$ cat src/rtl/sprite_draw_scheduler.sv
// Round-robin owner of the single VGA plot port, shared between ROM-backed sprite drawers.
// Optional: define SPRITE_TRANSPARENCY_EN to suppress plotting of TRANSP_COLOUR pixels.
module sprite_draw_scheduler #(
  parameter int         NUM_REQ       = 4,
  parameter int         ROM_LAT       = 1,
  parameter int         TIMEOUT       = 4096,
  parameter logic [2:0] TRANSP_COLOUR = 3'b000
) (
  input  logic                 clock_all,
  input  logic                 reset_all,
  input  logic [NUM_REQ-1:0]   req,
  input  logic [NUM_REQ-1:0]   src_done,
  input  logic [9*NUM_REQ-1:0] src_x,
  input  logic [8*NUM_REQ-1:0] src_y,
  input  logic [3*NUM_REQ-1:0] src_colour,
  output logic [NUM_REQ-1:0]   grant,
  output logic [NUM_REQ-1:0]   drawer_enable,
  output logic [8:0]           vga_x,
  output logic [7:0]           vga_y,
  output logic [2:0]           vga_colour,
  output logic                 vga_plot,
  output logic                 busy,
  output logic                 done_pulse,
  output logic [2:0]           done_id,
  output logic                 timeout_err
);
  localparam int          IDX_W      = $clog2(NUM_REQ);
  localparam logic [12:0] WD_LAST    = 13'(TIMEOUT - 1);
  localparam logic [1:0]  DRAIN_LAST = 2'(ROM_LAT - 1);
`ifdef SPRITE_TRANSPARENCY_EN
  localparam bit TRANSP_EN = 1'b1;
`else
  localparam bit TRANSP_EN = 1'b0;
`endif

  typedef enum logic [2:0] {S_IDLE, S_CLEAR, S_DRAW, S_DRAIN, S_FINISH} state_t;

  state_t           state, state_d;
  logic [IDX_W-1:0] owner, owner_d, rr_ptr, rr_ptr_d, pick_idx;
  logic [12:0]      watchdog, watchdog_d;
  logic [1:0]       drain_cnt, drain_cnt_d;
  logic             timeout_d, pick_valid;

  // First requester at or above rr_ptr, wrapping around.
  always_comb begin
    // NOTE: every combinational output gets a default first, so no path can infer a latch.
    logic [IDX_W:0] sum;
    logic [IDX_W-1:0] cand;
    pick_valid = 1'b0;
    pick_idx   = '0;
    sum        = '0;
    cand       = '0;
    for (int k = 0; k < NUM_REQ; k++) begin
      sum = {1'b0, rr_ptr} + (IDX_W+1)'(k);
      if (sum >= (IDX_W+1)'(NUM_REQ)) sum = sum - (IDX_W+1)'(NUM_REQ);
      cand = sum[IDX_W-1:0];
      if (!pick_valid && req[cand]) begin
        pick_valid = 1'b1;
        pick_idx   = cand;
      end
    end
  end

  always_comb begin
    state_d     = state;
    owner_d     = owner;
    rr_ptr_d    = rr_ptr;
    watchdog_d  = watchdog;
    drain_cnt_d = drain_cnt;
    timeout_d   = timeout_err;
    unique case (state)
      S_IDLE: begin
        if (pick_valid) begin
          owner_d = pick_idx;
          state_d = S_CLEAR;
        end
      end
      S_CLEAR: begin
        watchdog_d = '0;
        state_d    = S_DRAW;
      end
      S_DRAW: begin
        watchdog_d = watchdog + 13'd1;
        if (src_done[owner]) begin
          drain_cnt_d = '0;
          state_d     = S_DRAIN;
        end else if (watchdog == WD_LAST) begin
          timeout_d = 1'b1;
          state_d   = S_FINISH;
        end
      end
      S_DRAIN: begin
        drain_cnt_d = drain_cnt + 2'd1;
        if (drain_cnt == DRAIN_LAST) state_d = S_FINISH;
      end
      S_FINISH: begin
        rr_ptr_d = (owner == IDX_W'(NUM_REQ - 1)) ? '0 : owner + IDX_W'(1);
        state_d  = S_IDLE;
      end
      default: state_d = S_IDLE;
    endcase
  end

  always_ff @(posedge clock_all) begin
    // NOTE: sequential state uses non-blocking assignments so all flops sample pre-edge values.
    if (reset_all) begin
      state       <= S_IDLE;
      owner       <= '0;
      rr_ptr      <= '0;
      watchdog    <= '0;
      drain_cnt   <= '0;
      timeout_err <= 1'b0;
    end else begin
      state       <= state_d;
      owner       <= owner_d;
      rr_ptr      <= rr_ptr_d;
      watchdog    <= watchdog_d;
      drain_cnt   <= drain_cnt_d;
      timeout_err <= timeout_d;
    end
  end

  always_comb begin
    grant         = '0;
    drawer_enable = '0;
    if (state inside {S_CLEAR, S_DRAW, S_DRAIN}) grant[owner] = 1'b1;
    if (state == S_DRAW) drawer_enable[owner] = 1'b1;
  end

  assign busy       = (state != S_IDLE);
  assign done_pulse = (state == S_FINISH);
  assign done_id    = done_pulse ? 3'(owner) : 3'd0;

  // Coordinate/valid delay line; its last stage is the shared output register.
  logic       valid_in, last_valid_in;
  logic [8:0] x_in;
  logic [7:0] y_in;
  logic [2:0] colour_in, colour_q;
  logic [8:0] x_pipe [ROM_LAT];
  logic [7:0] y_pipe [ROM_LAT];
  logic       v_pipe [ROM_LAT];

  assign valid_in = (state == S_DRAW);

  always_comb begin
    x_in      = '0;
    y_in      = '0;
    colour_in = '0;
    for (int i = 0; i < NUM_REQ; i++) begin
      if (owner == IDX_W'(i)) begin
        x_in      = src_x[9*i +: 9];
        y_in      = src_y[8*i +: 8];
        colour_in = src_colour[3*i +: 3];
      end
    end
  end

  generate
    if (ROM_LAT == 1) begin : g_lat1
      assign last_valid_in = valid_in;
    end else begin : g_latn
      assign last_valid_in = v_pipe[ROM_LAT-2];
    end
  endgenerate

  always_ff @(posedge clock_all) begin
    // NOTE: the delay line is cleared on reset so an aborted draw cannot plot afterwards.
    if (reset_all) begin
      for (int k = 0; k < ROM_LAT; k++) begin
        x_pipe[k] <= '0;
        y_pipe[k] <= '0;
        v_pipe[k] <= 1'b0;
      end
      colour_q <= '0;
    end else begin
      x_pipe[0] <= valid_in ? x_in : '0;
      y_pipe[0] <= valid_in ? y_in : '0;
      v_pipe[0] <= valid_in;
      for (int k = 1; k < ROM_LAT; k++) begin
        x_pipe[k] <= x_pipe[k-1];
        y_pipe[k] <= y_pipe[k-1];
        v_pipe[k] <= v_pipe[k-1];
      end
      colour_q <= last_valid_in ? colour_in : '0;
      if (TRANSP_EN && colour_in == TRANSP_COLOUR) v_pipe[ROM_LAT-1] <= 1'b0;
    end
  end

  assign vga_x      = x_pipe[ROM_LAT-1];
  assign vga_y      = y_pipe[ROM_LAT-1];
  assign vga_colour = colour_q;
  assign vga_plot   = v_pipe[ROM_LAT-1];

endmodule

$ cat config.mk
export PLATFORM = sky130hd
export DESIGN_NAME = sprite_draw_scheduler
export DESIGN_NICKNAME = d
export VERILOG_FILES = /design/src/rtl/sprite_draw_scheduler.sv
export SDC_FILE = /design/constraint.sdc
export NUM_CORES = 1
export LEC_CHECK = 0
export CORE_MARGIN = 4
export CORE_UTILIZATION = 45
export DETAILED_ROUTE_END_ITERATION = 8
export GPL_TIMING_DRIVEN = 1
export PLACE_DENSITY = 0.87
export SLEW_MARGIN = 20
export SYNTH_ARGS = -nofsm -noshare
export SYNTH_HDL_FRONTEND = slang
export SYNTH_SLANG_ARGS = --single-unit
$ cat constraint.sdc
create_clock -name clock_all -period 3.5 [get_ports clock_all]
set_input_delay 0.7 -clock clock_all [delete_from_list [all_inputs] [get_ports clock_all]]
set_output_delay 0.7 -clock clock_all [all_outputs]
set_load 0.02 [all_outputs]
==> summary.txt, run 1 <==
CTS
  – CTS tree: done
  – Worst-skew pair later-pin latency: ~300 ps
  – CTS buffer count: 5
  – Post-CTS setup buffer count: 0
  – Cts hold-fix bufs: 0
  – CTS H-tree depth: 2
  – CTS resizes: 0
  – Worst-path clk slew: roughly 90 ps
  – Sink Count: 44
  – Maximum root-to-sink buffer count: 2
  – CTS root buf: clkbuf_8

Logic synthesis
  – Area contributors post-synth: dfxtp_1 33%, a21oi_1 8.5%, o21ai_2 6.6%, nand3b_1 5.4%, nand3_1 5.1%
  – Post-Syn Area: 0.00265 mm²
  – Avg Cell Area, Syn: between 7 and 8 µm²
  – Distinct cell type count after synthesis: 54
  – Post-synth top cells: 45 x a21oi_1, 44 x dfxtp_1, 34 x nand2_1, 27 x nand3_1, 20 x o21ai_2
  – Post-synth ARST share: 0%
  – Top-count cell post-synth: a21oi_1
  – Gate Count Post-Synth: 336
  – YS warnings: 0
  – Post-synth top area share: 33.3%
  – Net count after synthesis: approximately 430
  – Main flop type after synthesis: dfxtp_1
  – Seq/Total Area, Yosys: 33.3%
  – Synth Register Bits: 44
  – Yosys top cell by area: dfxtp_1
  – Post-synth EDFFs: 0

STA
  – Final hold vios: 0
  – Setup violations, final: 0
  – RSZ-0062 raised after global routing: false
  – Fin crit share: a little over nine tenths
  – Max Clk Rate: ~300 MHz
  – Pins over their slew limit: 0
  – Min cycle time layout: 3330 ps
  – Total negative setup slack: 0 ps
  – Worst Tran Pin Value: 841 ps
  – Max-slew headroom: 43.9%
  – Clock skew: 5.13 ps

Critical path
  – Crit. End Element: output port
  – Worst path depth: 4
  – Slowest stage delay, CP: 670 ps
  – CP Launch Type: flip-flop
  – Crit-path max FO: 12
  – Reg2reg path depth: 4
  – Crit path buf inv count: 1
  – CP delay by family, top: simple AND/OR/NAND/NOR gates
  – CP max-delay cell: nor2b_1
  – Flop-to-flop setup slack: roughly 1200 ps
  – CP cell instances: and2b_1, nor2b_1, and2_1, clkdlybuf4s50_1
  – Worst path required time: 2800 ps
  – Worst Setup Path Type: flip-flop to output port
  – WP data arrival: 2630 ps

Pwr
  – Lkg Pwr: 1.37 nW
  – Power per cell area: 407 mW/mm²
  – Peak VDD IR: 0.240 mV
  – Total power: between 1.5 and 2 mW

Route
  – Final ANT Viol Nets: 0
  – DR WL/cell: 17.6 µm
  – DR iter-0 viols: 248
  – DRT Pass-1 Iters: 5
  – Via count: 2,942
  – # DRC: 0
  – Vias per Instance: 5.69
  – WL final: 9.12 mm

Global routing
  – Antenna violations before repair: 0
  – GRT Total Usage: 24.8%
  – Grt ovf: 0
  – First-pass GRT wire length: about 14 mm
  – Largest net degree at the start of global routing: 38
  – Vias in the first global route: 2,696

Floorplan
  – Placement row count: 27
  – Die Y: 84.7 µm
  – Core area: between 0.005 and 0.006 mm²
  – Die Wd: 84.7 µm
  – Die area: 0.00717 mm²
  – Effective utilization at floorplan: roughly 47%
  – Ports: 125

Hold path
  – HP Class: flip-flop to flip-flop
  – Hold path cells: 2

Layout
  – Area delta synth->final: 50.6%
  – # diodes: 0
  – Share of layout cells above drive strength 1: 9.44%
  – Final net count: 540

Status
  – Run status: complete, no violations

Placed design
  – Port Buf Inserts: ~120
  – GP Congestion: slightly above 0.9
  – Dpl hpwl: just over 7 mm

Run
  – Max_cap viols: 0
worst register-to-register path: cells and delay by family (launching register included):
family	cells	cell delay (ps)
AND/OR/NAND/NOR	3	1590
flip-flops	1	550
AO/OA/AOI/OAI	1	90
layout by cell type (no fill, tap or decap), types with 2 or more instances in the layout:
cell type        instances
inv_1                   12
nand2_1                 34
a221o_1                  3
mux2_1                   3
clkbuf_8                 6
nand2b_1                 4
a311oi_1                 4
nor4_1                   6
nor2_1                  18
mux2i_1                  2
ha_1                     6
nand3_1                 27
nor2b_1                  3
o21ai_0                 10
o21ai_2                 20
a31oi_1                  3
and2_1                   7
a21oi_1                 45
nor3_1                   4
or3_1                    3
nand4_1                  2
dfxtp_1                 44
buf_4                    5
nand3b_1                19
nor2_2                   2
o31ai_1                  3
clkdlybuf4s50_1        123
cell type report:
type / count / area [µm²]
flip-flops and latches: 44 / 881
inverters: 12 / 45.0
clock inverters: 2 / 38.8
multi-input cells: 253 / 1580
fillers: 455 / 1620
repair buffers: 128 / 1270
clock buffers: 6 / 82.6
well taps: 72 / 90.1
power breakdown:
group / leakage [nW] / switching (mW) / internal, mW
Clock: 0.0614 / 0.184 / 0.234
Combinational: 0.948 / 0.340 / 0.292
Sequential: 0.356 / 0.0428 / 0.532
Total: 1.37 / 0.566 / 1.06
per-stage QoR:
stage          worst slack, ps  instances  hold slack (ps)  instance area (µm²)  utilization [%]
6_report                   171        517              470                 3990             71.1
5_1_grt                   24.1        517              499                 3990             71.1
3_5_place_dp               556        509              459                 3860             68.9
2_1_floorplan             1310        336              432                 2650                -
4_1_cts                    194        517              479                 3990             71.1
3_3_place_gp               597        509              442                 3860             68.9
per-layer routing:
| layer | wire [µm] | up-vias | GRT usage, % |
|---|---|---|---|
| met1 | 3770 | 1357 | 31.2 |
| met5 | 0 | - | 0 |
| met3 | 558 | 32 | 5.40 |
| met4 | 368 | 0 | 10.2 |
| li1 | - | 1416 | - |
| met2 | 4430 | 137 | 40.9 |
registers in the layout (all words and copies together), names as in the netlist:
register,flops
x_pipe,9
drain_cnt,2
rr_ptr,2
watchdog,13
timeout_err,1
vga_colour,3
v_pipe,1
y_pipe,8
state,3
owner,2
cells by family after synthesis:
kind of cell    synth area share, %
compound gates                 24.5
mux                            3.31
fa+ha+maj                      2.84
other cells                   0.142
simple gates                   28.6
buf+inv                        7.00
flops                          33.3
xor+xnor                      0.331
path summary, 6_finish.rpt:
kind | startpoint | end
worst min register to register | drain_cnt[0] | drain_cnt[0]
worst min-delay path | drain_cnt[0] | drain_cnt[0]
worst max register to register | state[1] | x_pipe[0][3]
worst max-delay path | state[1] | drawer_enable[3]
Note: power is estimated with default switching activity, not from simulation.
==> run 2: changes to the inputs <==
--- a/config.mk
+++ b/config.mk
@@ -5,11 +5,11 @@
 export SDC_FILE = /design/constraint.sdc
 export NUM_CORES = 1
 export LEC_CHECK = 0
-export CORE_MARGIN = 4
 export CORE_UTILIZATION = 45
 export DETAILED_ROUTE_END_ITERATION = 8
 export GPL_TIMING_DRIVEN = 1
 export PLACE_DENSITY = 0.87
+export REMOVE_ABC_BUFFERS = 1
 export SLEW_MARGIN = 20
 export SYNTH_ARGS = -nofsm -noshare
 export SYNTH_HDL_FRONTEND = slang
==> summary.txt, run 2 (synthesis gave the netlist of run 1 again) <==
CTS
  – Sink Count: 44 (unchanged)
  – Worst-skew pair later-pin latency: 290 ps (was 300 ps)
  – CTS root buf: clkbuf_8 (unchanged)
  – CTS resizes: 0 (unchanged)
  – Maximum root-to-sink buffer count: 2 (unchanged)
  – CTS buffer count: 5 (unchanged)
  – CTS H-tree depth: 2 (unchanged)
  – CTS tree: done (unchanged)
  – Post-CTS setup buffer count: 0 (unchanged)
  – Worst-path clk slew: 80 ps (was 90 ps)
  – Cts hold-fix bufs: 0 (unchanged)

Layout
  – Final net count: 541 (was 540)
  – Post-layout util: 71.1% (about the same)
  – Max reg flops: 13 (unchanged)
  – Most common cell after layout, fill and taps aside: clkdlybuf4s50_1 (unchanged)
  – Area delta synth->final: 49.7% (was 50.6%)
  – Multi-input combinational cell area: 0.00158 mm² (unchanged)
  – Share of layout cells above drive strength 1: 9.19% (was 9.44%)
  – Largest registers: watchdog (13), x_pipe (9), y_pipe (8) (unchanged)
  – Most frequent cells in the layout: 123 x clkdlybuf4s50_1, 45 x a21oi_1, 44 x dfxtp_1 (unchanged)
  – Largest Register: watchdog (unchanged)
  – Sequential cell area: 881 µm² (unchanged)
  – Fillers: 451 (was 455)
  – # diodes: 0 (unchanged)

STA
  – Setup violations, final: 0 (unchanged)
  – Worst Tran Pin Value: 854 ps (was 841 ps)
  – Fin crit share: 90.8% (was 95.1%)
  – RSZ-0062 raised after global routing: false (unchanged)
  – Pins over their slew limit: 0 (unchanged)
  – Max-slew headroom: 43.0% (was 43.9%)
  – Clock skew: 4.35 ps (was 5.13 ps)
  – Total negative setup slack: 0 ps (unchanged)
  – Final hold vios: 0 (unchanged)
  – Max Clk Rate: 315 MHz (was 300 MHz)
  – Min cycle time layout: 3180 ps (was 3330 ps)

Pwr
  – Power per cell area: 386 mW/mm² (was 407 mW/mm²)
  – Peak VDD IR: 0.224 mV (was 0.240 mV)
  – Lkg Pwr: 1.35 nW (was 1.37 nW)

Critical path
  – Worst path required time: 2800 ps (about the same)
  – CP Launch Type: flip-flop (unchanged)
  – Crit. End Element: output port (unchanged)
  – Slowest stage delay, CP: 600 ps (was 670 ps)
  – CP cell instances: and2b_1, nor2b_1, and2_1, clkdlybuf4s50_1 (unchanged)
  – Worst Setup Path Type: flip-flop to output port (unchanged)
  – CP max-delay cell: clkdlybuf4s50_1 (was nor2b_1)
  – Crit-path max FO: 12 (unchanged)
  – WP data arrival: 2480 ps (was 2630 ps)

Placed design
  – Dpl hpwl: 5.94 mm (was 7.10 mm)
  – Port Buf Inserts: 123 (unchanged)
  – GP Congestion: 0.882 (was 0.922)

Floorplan
  – Ports: 125 (unchanged)
  – Core area: 0.00557 mm² (was 0.00561 mm²)
  – Die Y: 78.7 µm (was 84.7 µm)
  – Effective utilization at floorplan: 47.5% (was 47.2%)
  – Die area: 0.00619 mm² (was 0.00717 mm²)
  – Die Wd: 78.7 µm (was 84.7 µm)
  – Placement row count: 27 (unchanged)

Global routing
  – Antenna violations before repair: 0 (unchanged)
  – GRT Total Usage: 25.6% (was 24.8%)
  – Vias in the first global route: 2,578 (was 2,696)
  – First-pass GRT wire length: 12.4 mm (was 14.2 mm)
  – Grt ovf: 0 (unchanged)
  – Largest net degree at the start of global routing: 38 (unchanged)

Route
  – DR iter-0 viols: 279 (was 248)
  – # DRC: 0 (unchanged)
  – Via count: 2,918 (was 2,942)
  – Final ANT Viol Nets: 0 (unchanged)
  – DR WL/cell: 15.5 µm (was 17.6 µm)
  – DRT Pass-1 Iters: 5 (unchanged)
  – WL final: 8.01 mm (was 9.12 mm)
  – Vias per Instance: 5.63 (was 5.69)

Run
  – Max_cap viols: 0 (unchanged)

Hold path
  – HP Class: flip-flop to flip-flop (unchanged)

Status
  – Run status: complete, no violations (unchanged)
[run 2: cell types whose count changed in the layout (fill, tap and decap cells not counted), sizes merged]
cell	change
clkinv	-1
buf	+1
bufinv	-1
clkbuf	+2
[run 2: area by class of cell]
cell class | instances | area share (%)
repair buffers | 129 | 32.2
well taps | 72 | 2.27
clock buffers | 8 | 2.27
inverters | 12 | 1.14
multi-input cells | 253 | 39.9
flip-flops and latches | 44 | 22.2
[run 2: power breakdown]
group / total [mW] / leakage (nW) / internal (mW) / switching (mW)
clock: 0.327 / 0.0455 / 0.161 / 0.166
combinational: 0.629 / 0.953 / 0.292 / 0.337
sequential: 0.572 / 0.356 / 0.532 / 0.0405
total: 1.53 / 1.35 / 0.985 / 0.543
[run 2: through the flow]
stage | cell area, µm² | power [mW] | hold slack (ps) | setup WS (ps) | std cells
finish | 3960 | 1.53 | 460 | 323 | 518
detailed placement | 3870 | 1.20 | 448 | 707 | 510
global placement | 3870 | 1.19 | 442 | 818 | 510
floorplan | 2510 | 0.932 | 426 | 875 | 309
CTS | 3960 | 1.53 | 459 | 367 | 518
global route | 3960 | 1.62 | 481 | 167 | 518
[run 2: worst max-delay path: cells and delay by family (launching register included)]
family / cells / cell delay [ps]
buf+inv: 1 / 600
flops: 1 / 530
simple gates: 3 / 1060
[run 2: worst paths after layout]
kind | from | to | slack, ps | cells after the start
setup / recovery | state[1] | drawer_enable[1] | 320 | 4
hold / removal | drain_cnt[0] | drain_cnt[0] | 460 | 2
setup reg to reg | state[1] | x_pipe[0][3] | 1230 | 4
hold reg to reg | drain_cnt[0] | drain_cnt[0] | 460 | 2
[run 2: per-layer routing]
| metal | vias to the layer above | GRT usage, % | part of all wire [%] |
|---|---|---|---|
| met5 | - | 0 | 0 |
| li1 | 1427 | - | - |
| met2 | 134 | 42.0 | 49 |
| met4 | 0 | 10.9 | 3.3 |
| met3 | 25 | 5.93 | 7.0 |
| met1 | 1332 | 31.9 | 40 |
==> run 3: changes to the inputs <==
--- a/config.mk
+++ b/config.mk
@@ -5,6 +5,7 @@
 export SDC_FILE = /design/constraint.sdc
 export NUM_CORES = 1
 export LEC_CHECK = 0
+export CORE_MARGIN = 5
 export CORE_UTILIZATION = 45
 export DETAILED_ROUTE_END_ITERATION = 8
 export GPL_TIMING_DRIVEN = 1
==> summary.txt, run 3 (synthesis gave the netlist of run 1 again) <==
STA
  – Worst Tran Pin Value: 880 ps (was 854 ps)
  – Pins over their slew limit: 0 (unchanged)
  – Clock skew: 7.11 ps (was 4.35 ps)
  – RSZ-0062 raised after global routing: false (unchanged)
  – Total negative setup slack: 0 ps (unchanged)
  – Min cycle time layout: 3090 ps (was 3180 ps)
  – Fin crit share: 88.4% (was 90.8%)
  – Setup violations, final: 0 (unchanged)
  – Max Clk Rate: 323 MHz (was 315 MHz)
  – Max-slew headroom: 41.3% (was 43.0%)
  – Final hold vios: 0 (unchanged)

Placed design
  – Dpl hpwl: 6.67 mm (was 5.94 mm)
  – GP Congestion: 0.877 (was 0.882)
  – Placement Cell Area: 0.00387 mm² (about the same)
  – Port Buf Inserts: 123 (unchanged)

Route
  – Final ANT Viol Nets: 0 (unchanged)
  – DR iter-0 viols: 146 (was 279)
  – Via count: 2,935 (was 2,918)
  – Vias per Instance: 5.64 (was 5.63)
  – DRT Pass-1 Iters: 5 (unchanged)
  – DR WL/cell: 17.1 µm (was 15.5 µm)
  – # DRC: 0 (unchanged)
  – WL final: 8.91 mm (was 8.01 mm)

Hold path
  – Hold path cells: 2 (unchanged)
  – HP Class: flip-flop to flip-flop (unchanged)

Layout
  – Final net count: 540 (was 541)
  – Area delta synth->final: 52.2% (was 49.7%)
  – Largest registers: watchdog (13), x_pipe (9), y_pipe (8) (unchanged)
  – Fillers: 498 (was 451)
  – # diodes: 0 (unchanged)
  – Share of layout cells above drive strength 1: 9.44% (was 9.19%)
  – Largest Register: watchdog (unchanged)
  – Post-layout util: 69.3% (was 71.1%)
  – Most common cell after layout, fill and taps aside: clkdlybuf4s50_1 (unchanged)
  – Max reg flops: 13 (unchanged)
  – Most frequent cells in the layout: 123 x clkdlybuf4s50_1, 45 x a21oi_1, 44 x dfxtp_1 (unchanged)
  – Finished layout cell area: 0.00403 mm² (was 0.00396 mm²)

CTS
  – Cts hold-fix bufs: 0 (unchanged)
  – CTS H-tree depth: 2 (unchanged)
  – CTS root buf: clkbuf_8 (unchanged)
  – Worst-skew pair later-pin latency: 300 ps (was 290 ps)
  – Worst-path clk slew: 80 ps (about the same)
  – Maximum root-to-sink buffer count: 2 (unchanged)
  – CTS buffer count: 5 (unchanged)
  – Post-CTS setup buffer count: 0 (unchanged)
  – CTS resizes: 0 (unchanged)
  – CTS tree: done (unchanged)
  – Sink Count: 44 (unchanged)

Global routing
  – Vias in the first global route: 2,674 (was 2,578)
  – GRT Total Usage: 22.6% (was 25.6%)
  – Largest net degree at the start of global routing: 38 (unchanged)
  – Antenna violations before repair: 0 (unchanged)
  – First-pass GRT wire length: 13.4 mm (was 12.4 mm)
  – Grt ovf: 0 (unchanged)

Floorplan
  – Die Y: 86.7 µm (was 78.7 µm)
  – Effective utilization at floorplan: 45.5% (was 47.5%)
  – Ports: 125 (unchanged)
  – Core area: 0.00582 mm² (was 0.00557 mm²)
  – Die area: 0.00751 mm² (was 0.00619 mm²)
  – Die Wd: 86.7 µm (was 78.7 µm)
  – Placement row count: 28 (was 27)

Critical path
  – Crit. End Element: output port (unchanged)
  – Worst Setup Path Type: flip-flop to output port (unchanged)
  – Crit-path max FO: 12 (unchanged)
  – WP data arrival: 2390 ps (was 2480 ps)
  – Reg2reg path depth: 4 (unchanged)
  – Worst path required time: 2800 ps (about the same)
  – CP Launch Type: flip-flop (unchanged)

Status
  – Run status: complete, no violations (unchanged)

Pwr
  – Total power: 1.74 mW (was 1.53 mW)
  – Combinational share of power: 36.3% (was 41.2%)
  – Pint: 1.18 mW (was 985 µW)
  – Peak VDD IR: 0.282 mV (was 0.224 mV)
  – Switching Share: 32.3% (was 35.5%)
  – Sequential Power Share: 32.8% (was 37.5%)
  – Clock Power Share: 30.9% (was 21.4%)
  – Lkg Pwr: 1.38 nW (was 1.35 nW)
  – Psw: 563 µW (was 543 µW)
  – Power per cell area: 433 mW/mm² (was 386 mW/mm²)

Run
  – Max_cap viols: 0 (unchanged)
run 3: cell count changes in the layout (fill, tap and decap cells not counted), sizes merged:
cell / delta
clkbuf: -3
buf: -1
bufinv: +3
run 3: per-stage QoR:
step | hold WS [ps] | worst slack [ps] | std cells
floorplan | 426 | 875 | 309
global placement | 442 | 815 | 512
detailed placement | 447 | 729 | 512
CTS | 468 | 403 | 520
global route | 491 | 262 | 520
finish | 470 | 406 | 520
run 3: path summary, 6_finish.rpt:
path / from / to / slack [ps]
worst max-delay path: state[1] / drawer_enable[3] / 410
worst min-delay path: drain_cnt[0] / drain_cnt[0] / 470
worst max register to register: state[1] / y_pipe[0][0] / 1140
worst min register to register: drain_cnt[0] / drain_cnt[0] / 470
run 3: critical path, stage by stage, from the launching register on:
cell and delay [ps]:
dfxtp_1 530, and2b_1 270, nor2b_1 470, and2_1 210, clkdlybuf4s50_1 610
run 3: routing by layer:
| layer | wire length (µm) | vias up | track usage, % |
|---|---|---|---|
| li1 | - | 1428 | - |
| met1 | 3630 | 1373 | 28.0 |
| met2 | 4550 | 112 | 39.3 |
| met3 | 463 | 22 | 4.09 |
| met4 | 263 | 0 | 7.79 |
| met5 | 0 | - | 0 |
run 3: power by group through the flow:
stage,Combinational (mW),Sequential [mW],Clock [mW]
floorplan,0.336,0.596,0
global placement,0.607,0.581,0
detailed placement,0.623,0.584,0
CTS,0.629,0.572,0.548
global route,0.685,0.580,0.564
finish,0.632,0.573,0.539
run 3: area by class of cell:
| cell class | count | area (µm²) | share of cell area (%) |
|---|---|---|---|
| Clock buffer | 5 | 68.8 | 1.71 |
| Clock inverter | 3 | 90.1 | 2.24 |
| Inverter | 12 | 45.0 | 1.12 |
| Multi-Input combinational cell | 253 | 1580 | 39.2 |
| Sequential cell | 44 | 881 | 21.9 |
| Tap cell | 75 | 93.8 | 2.33 |
| Timing Repair Buffer | 128 | 1270 | 31.5 |
